## src/rtl/fifo_rd_axis_adapter.sv

```systemverilog
// Read-side drain for a sync_fifo: issues read strobes, captures the one-cycle-late
// read data into a 2-entry skid buffer and presents it as a framed valid/ready stream.
`timescale 1ns/1ps
module fifo_rd_axis_adapter #(
  parameter int WIDTH       = 4,
  parameter int BURST_BEATS = 16,
  parameter int BCNT_W      = (BURST_BEATS > 1) ? $clog2(BURST_BEATS) : 1
) (
  input  logic             clk,
  input  logic             rst_n,
  input  logic             en,
  input  logic             fifo_empty,
  input  logic [WIDTH-1:0] fifo_dout,
  output logic             fifo_rden,
  output logic             m_valid,
  input  logic             m_ready,
  output logic [WIDTH-1:0] m_data,
  output logic             m_last,
  output logic             busy,
  output logic [31:0]      beat_total
);

  logic [WIDTH-1:0]  buf_mem [2];
  logic              wr_ptr;
  logic              rd_ptr;
  logic [1:0]        occ;
  logic              rd_inflight;
  logic [BCNT_W-1:0] beat_cnt;
  logic              pop;
  logic [2:0]        pend_sum;

  assign m_valid = (occ != 2'd0);
  assign m_data  = buf_mem[rd_ptr];
  assign m_last  = m_valid && (beat_cnt == BCNT_W'(BURST_BEATS - 1));
  assign pop     = m_valid && m_ready;
  assign busy    = (occ != 2'd0) || rd_inflight;

  // Occupancy after this cycle's capture and pop; a new read is only safe while
  // that leaves room for the data it will return next cycle.
  assign pend_sum  = {1'b0, occ} + {2'b0, rd_inflight} - {2'b0, pop};
  assign fifo_rden = rst_n && en && !fifo_empty && (pend_sum < 3'd2);

  always_ff @(posedge clk or negedge rst_n) begin
    if (!rst_n) begin
      buf_mem[0]  <= '0;
      buf_mem[1]  <= '0;
      wr_ptr      <= 1'b0;
      rd_ptr      <= 1'b0;
      occ         <= 2'd0;
      rd_inflight <= 1'b0;
      beat_cnt    <= '0;
      beat_total  <= 32'd0;
    end else begin
      // Read issued this cycle returns data next cycle
      rd_inflight <= fifo_rden;
      if (rd_inflight) begin
        buf_mem[wr_ptr] <= fifo_dout;
        wr_ptr          <= ~wr_ptr;
      end
      occ <= pend_sum[1:0];
      if (pop) begin
        rd_ptr     <= ~rd_ptr;
        beat_total <= beat_total + 32'd1;
        if (m_last) beat_cnt <= '0;
        else        beat_cnt <= beat_cnt + BCNT_W'(1);
      end
    end
  end

  a_no_overflow: assert property (@(posedge clk) disable iff (!rst_n)
    ({1'b0, occ} + {2'b0, rd_inflight}) <= 3'd2);
  a_no_overwrite: assert property (@(posedge clk) disable iff (!rst_n)
    rd_inflight |-> (occ != 2'd2 || pop));

endmodule

```

## config.mk

```make
export PLATFORM = sky130hd
export DESIGN_NAME = fifo_rd_axis_adapter
export DESIGN_NICKNAME = d
export VERILOG_FILES = /design/src/rtl/fifo_rd_axis_adapter.sv
export SDC_FILE = /design/constraint.sdc
export NUM_CORES = 1
export LEC_CHECK = 0
export CORE_MARGIN = 1
export CORE_UTILIZATION = 55
export CTS_BUF_LIST = sky130_fd_sc_hd__clkbuf_2
export DETAILED_ROUTE_END_ITERATION = 10
export PLACE_DENSITY = 0.86
export SYNTH_ARGS = -nofsm -noshare
export SYNTH_HDL_FRONTEND = slang
export SYNTH_SLANG_ARGS = --single-unit
```

## constraint.sdc

```tcl
create_clock -name clk -period 7.4 [get_ports clk]
set_input_delay 0.74 -clock clk [delete_from_list [all_inputs] [get_ports clk]]
set_output_delay 0.74 -clock clk [all_outputs]
set_load 0.1 [all_outputs]
```

==> impl_results.rst <==
.. list-table::
   :header-rows: 1

   * - Metric
     - Value
   * - Syn. warnings
     - 0
   * - Maximum fanout along the worst path
     - 13
   * - Data required time of the worst path
     - 6660 ps
   * - Time the final worst path needs with I/O delays and setup
     - 5520 ps
   * - Number of nets produced by synthesis
     - 209
   * - # nets final
     - 263
   * - Final routed wire length divided by cell count
     - 13.9 microns
   * - Die area
     - 0.00432 sq mm
   * - Number of enable flip-flop cells after synthesis
     - 0
   * - Worst path slowest cell
     - clkdlybuf4s50_1
   * - Cell type with the highest occurrence count on the critical path
     - ha_1
   * - Fin cells
     - 298
   * - Share of the yosys chip area belonging to registers
     - 0.549
   * - Cell area power density
     - 369 mW/mm^2
   * - Final global-route overflow total
     - 0
   * - Row count
     - 22
   * - Post-route worst setup slack
     - 1880 ps
   * - Setup repair after global routing missed its margin
     - false
   * - Leading cell type in the layout, fill and taps excluded
     - dfrtp_1
   * - Buffer count from post-CTS setup fixing
     - 0
   * - Antenna cells
     - 0
   * - Number of instances in the synthesized netlist
     - 195
   * - Area occupied by multi-input gates
     - 965 sq um
   * - Slack of the worst reg-to-reg path
     - 4140 ps
   * - Result of the run
     - complete, no violations
   * - Count of distinct cell types in the synthesized netlist
     - 28
   * - Cells along the critical path
     - o21ai_1 > clkinv_1 > ha_1 > inv_1 > ha_1 > fa_1 > nor4_1 > clkdlybuf4s50_1
   * - Reg2reg path depth
     - 7
   * - Number of placed cells counting well taps
     - 290
   * - Violation count after the first detailed-route iteration
     - 88
   * - Beginning of the worst register-to-register path
     - occ[1]
   * - CTS H-tree depth
     - 2
   * - Standard cell core area
     - 0.00377 sq mm
   * - Maximum number of pins on one net before global-route repair
     - 51
   * - Clock skew after layout
     - 24.0 ps
   * - Number of buffers on the longest clock path
     - 2
   * - Num ports
     - 49
   * - Summed area of non-filler cells in the final layout
     - 0.00282 sq mm
   * - Source-to-sink clock delay at the later pin of the worst-skew pair
     - 420 ps
   * - #FFs+latches synth
     - 49
   * - Sort of element at the start of the critical path
     - flop
   * - Worst hold path type
     - primary input to asynchronous set/reset pin
   * - Num CTS Buffers
     - 5
   * - Number of buffers added on ports
     - 48
   * - Number of antenna violations at the first check in global routing
     - 0
   * - VDD IR-drop max
     - 0.453 mV
   * - Placement Setup Slack
     - 1900 ps
   * - Nature of the critical path endpoint
     - output pin
   * - Router iterations before antenna repair
     - 4
   * - Die Ht
     - 65.7 microns
   * - Dominant synthesized flop cell
     - dfrtp_1
   * - DP Area
     - 0.00277 sq mm
   * - Endpoints failing hold
     - 0
   * - Global Route Usage Sum
     - 0.218
   * - Setup-failing EPs final
     - 0
   * - Number of nets with antenna violations after routing
     - 0
   * - R2r endpoint
     - rd_inflight
   * - Worst-path clk slew
     - 240 ps
   * - Max Clock Freq
     - 181 MHz
   * - Fin util
     - 0.747
   * - Clock tree from TritonCTS
     - yes
   * - Global-route wire length before repair
     - 7.02 mm
   * - Clock sink count
     - 49
   * - Number of cells upsized or downsized after cts
     - 0
   * - Average size of a mapped cell
     - 11.5 sq um
   * - Routed wire length
     - 4.15 mm
   * - Floorplan die width
     - 65.7 microns
   * - Number of fill cells
     - 269
   * - Max-cap viol count
     - 0
   * - Critical path start-end classification
     - flop to output pin
   * - Vias per std cell
     - 5.46
   * - Effective utilization at floorplan
     - 0.592
   * - Share of post-route cells with drive strength above 1
     - 0.116
   * - Final Max Slew Viols
     - 0
   * - Max-Slew Margin vs Limit
     - 0.340
   * - Highest-count cells in the layout ignoring fill and taps
     - 49 x dfrtp_1, 47 x clkdlybuf4s50_1, 23 x nand2_1, 20 x xnor2_1, 14 x xor2_1
   * - Number of design rule violations left after detail routing
     - 0
   * - Synthesized cell area
     - 0.00223 sq mm
   * - Summed negative setup slack over all endpoints
     - 0 ps
   * - Post-DP HPWL
     - 2.97 mm
   * - FFs w/ async S/R, synth
     - 1.00
   * - Longest individual stage delay on the worst path
     - 1200 ps
   * - Weighted congestion reported at the end of routability-driven placement
     - 0.751
   * - Period Utilization, post-route
     - 0.745
   * - Critical path data arrival time
     - 4780 ps
   * - Area growth from synthesis to layout
     - 26.1%
   * - Worst slew pin tran
     - 987 ps
   * - Clock root buffer
     - clkbuf_2
   * - Vias in the first global route
     - 1565
   * - Hold buffers post-CTS
     - 0
   * - Register cell area after layout
     - 0.00123 sq mm
   * - Via count
     - 1627
   * - Leakage power figure
     - 1.25 nW
[worst max-delay path: cells and delay by family, from the launching register on]
kind                     cells  cell delay, ps
adder cells (fa/ha/maj)      3            1040
flip-flops                   1             480
AO/OA/AOI/OAI                1             770
buffers and inverters        3            1730
AND/OR/NAND/NOR              1             340
[synth_stat cells, types with 2 or more instances]
cell type | instances | area, sq um
o21ai_0 | 3 | 15.0
nand2_1 | 23 | 86.3
xor2_1 | 14 | 123
nor4_1 | 3 | 18.8
inv_1 | 7 | 26.3
nand3_1 | 13 | 65.1
nand4_1 | 10 | 62.6
and3_1 | 4 | 25.0
nor2_1 | 7 | 26.3
clkbuf_1 | 2 | 7.51
nor3_1 | 8 | 40.0
dfrtp_1 | 49 | 1230
ha_1 | 4 | 50.1
xnor2_1 | 20 | 175
and4_1 | 4 | 35.0
mux2_2 | 12 | 135
[worst max path at each step]
stage / endpoint / cells after the start / slack [ps] / startpoint
floorplan: fifo_rden / 8 / 1260 / m_ready
global placement: fifo_rden / 9 / 1970 / m_ready
detailed placement: fifo_rden / 9 / 1900 / m_ready
CTS: fifo_rden / 8 / 1880 / occ[1]
global route: fifo_rden / 9 / 1590 / occ[1]
finish: fifo_rden / 8 / 1880 / occ[1]
[flip-flops by register name, indices dropped and copies added (netlist names)]
| name | count |
|---|---|
| beat_total | 32 |
| buf_mem | 8 |
| beat_cnt | 4 |
| occ | 2 |
| rd_inflight | 1 |
| rd_ptr | 1 |
| wr_ptr | 1 |
[metrics by stage]
step / power (W) / hold slack [ps]
6_report: 0.00104 / 358
5_1_grt: 0.00109 / 372
3_3_place_gp: 0.000928 / 460
2_1_floorplan: 0.000813 / 444
4_1_cts: 0.00105 / 361
3_5_place_dp: 0.000941 / 465
[cell families (layout without fill, tap and decap cells)]
| family | Yosys count | in the layout | synth area share |
|---|---|---|---|
| buf+inv | 11 | 66 | 0.0219 |
| fa+ha+maj | 5 | 5 | 0.0314 |
| mux | 12 | 12 | 0.0605 |
| compound gates | 5 | 5 | 0.0112 |
| flops | 49 | 49 | 0.549 |
| xor+xnor | 35 | 35 | 0.141 |
| simple gates | 78 | 78 | 0.185 |
[per-layer routing]
layer,share of wire,global-route usage,up-vias,routed length [microns]
li1,-,-,778,-
met3,0.039,0.0382,9,161
met2,0.48,0.353,46,1990
met1,0.46,0.279,794,1910
met4,0.021,0.111,0,89
met5,0,0,-,0
[power breakdown]
part           leakage, nW  internal (W)  switching [W]
registers            0.639      0.000330      0.0000644
logic                0.590      0.000149       0.000388
clock network       0.0252     0.0000244      0.0000839
total                 1.25      0.000504       0.000537
[cell type report]
cell class	count	area share
clock inverters	2	0.00533
flip-flops and latches	49	0.435
repair buffers	50	0.174
well taps	48	0.0213
inverters	8	0.0107
clock buffers	6	0.0107
multi-input cells	135	0.343
Note: power is estimated with default switching activity, not from simulation.
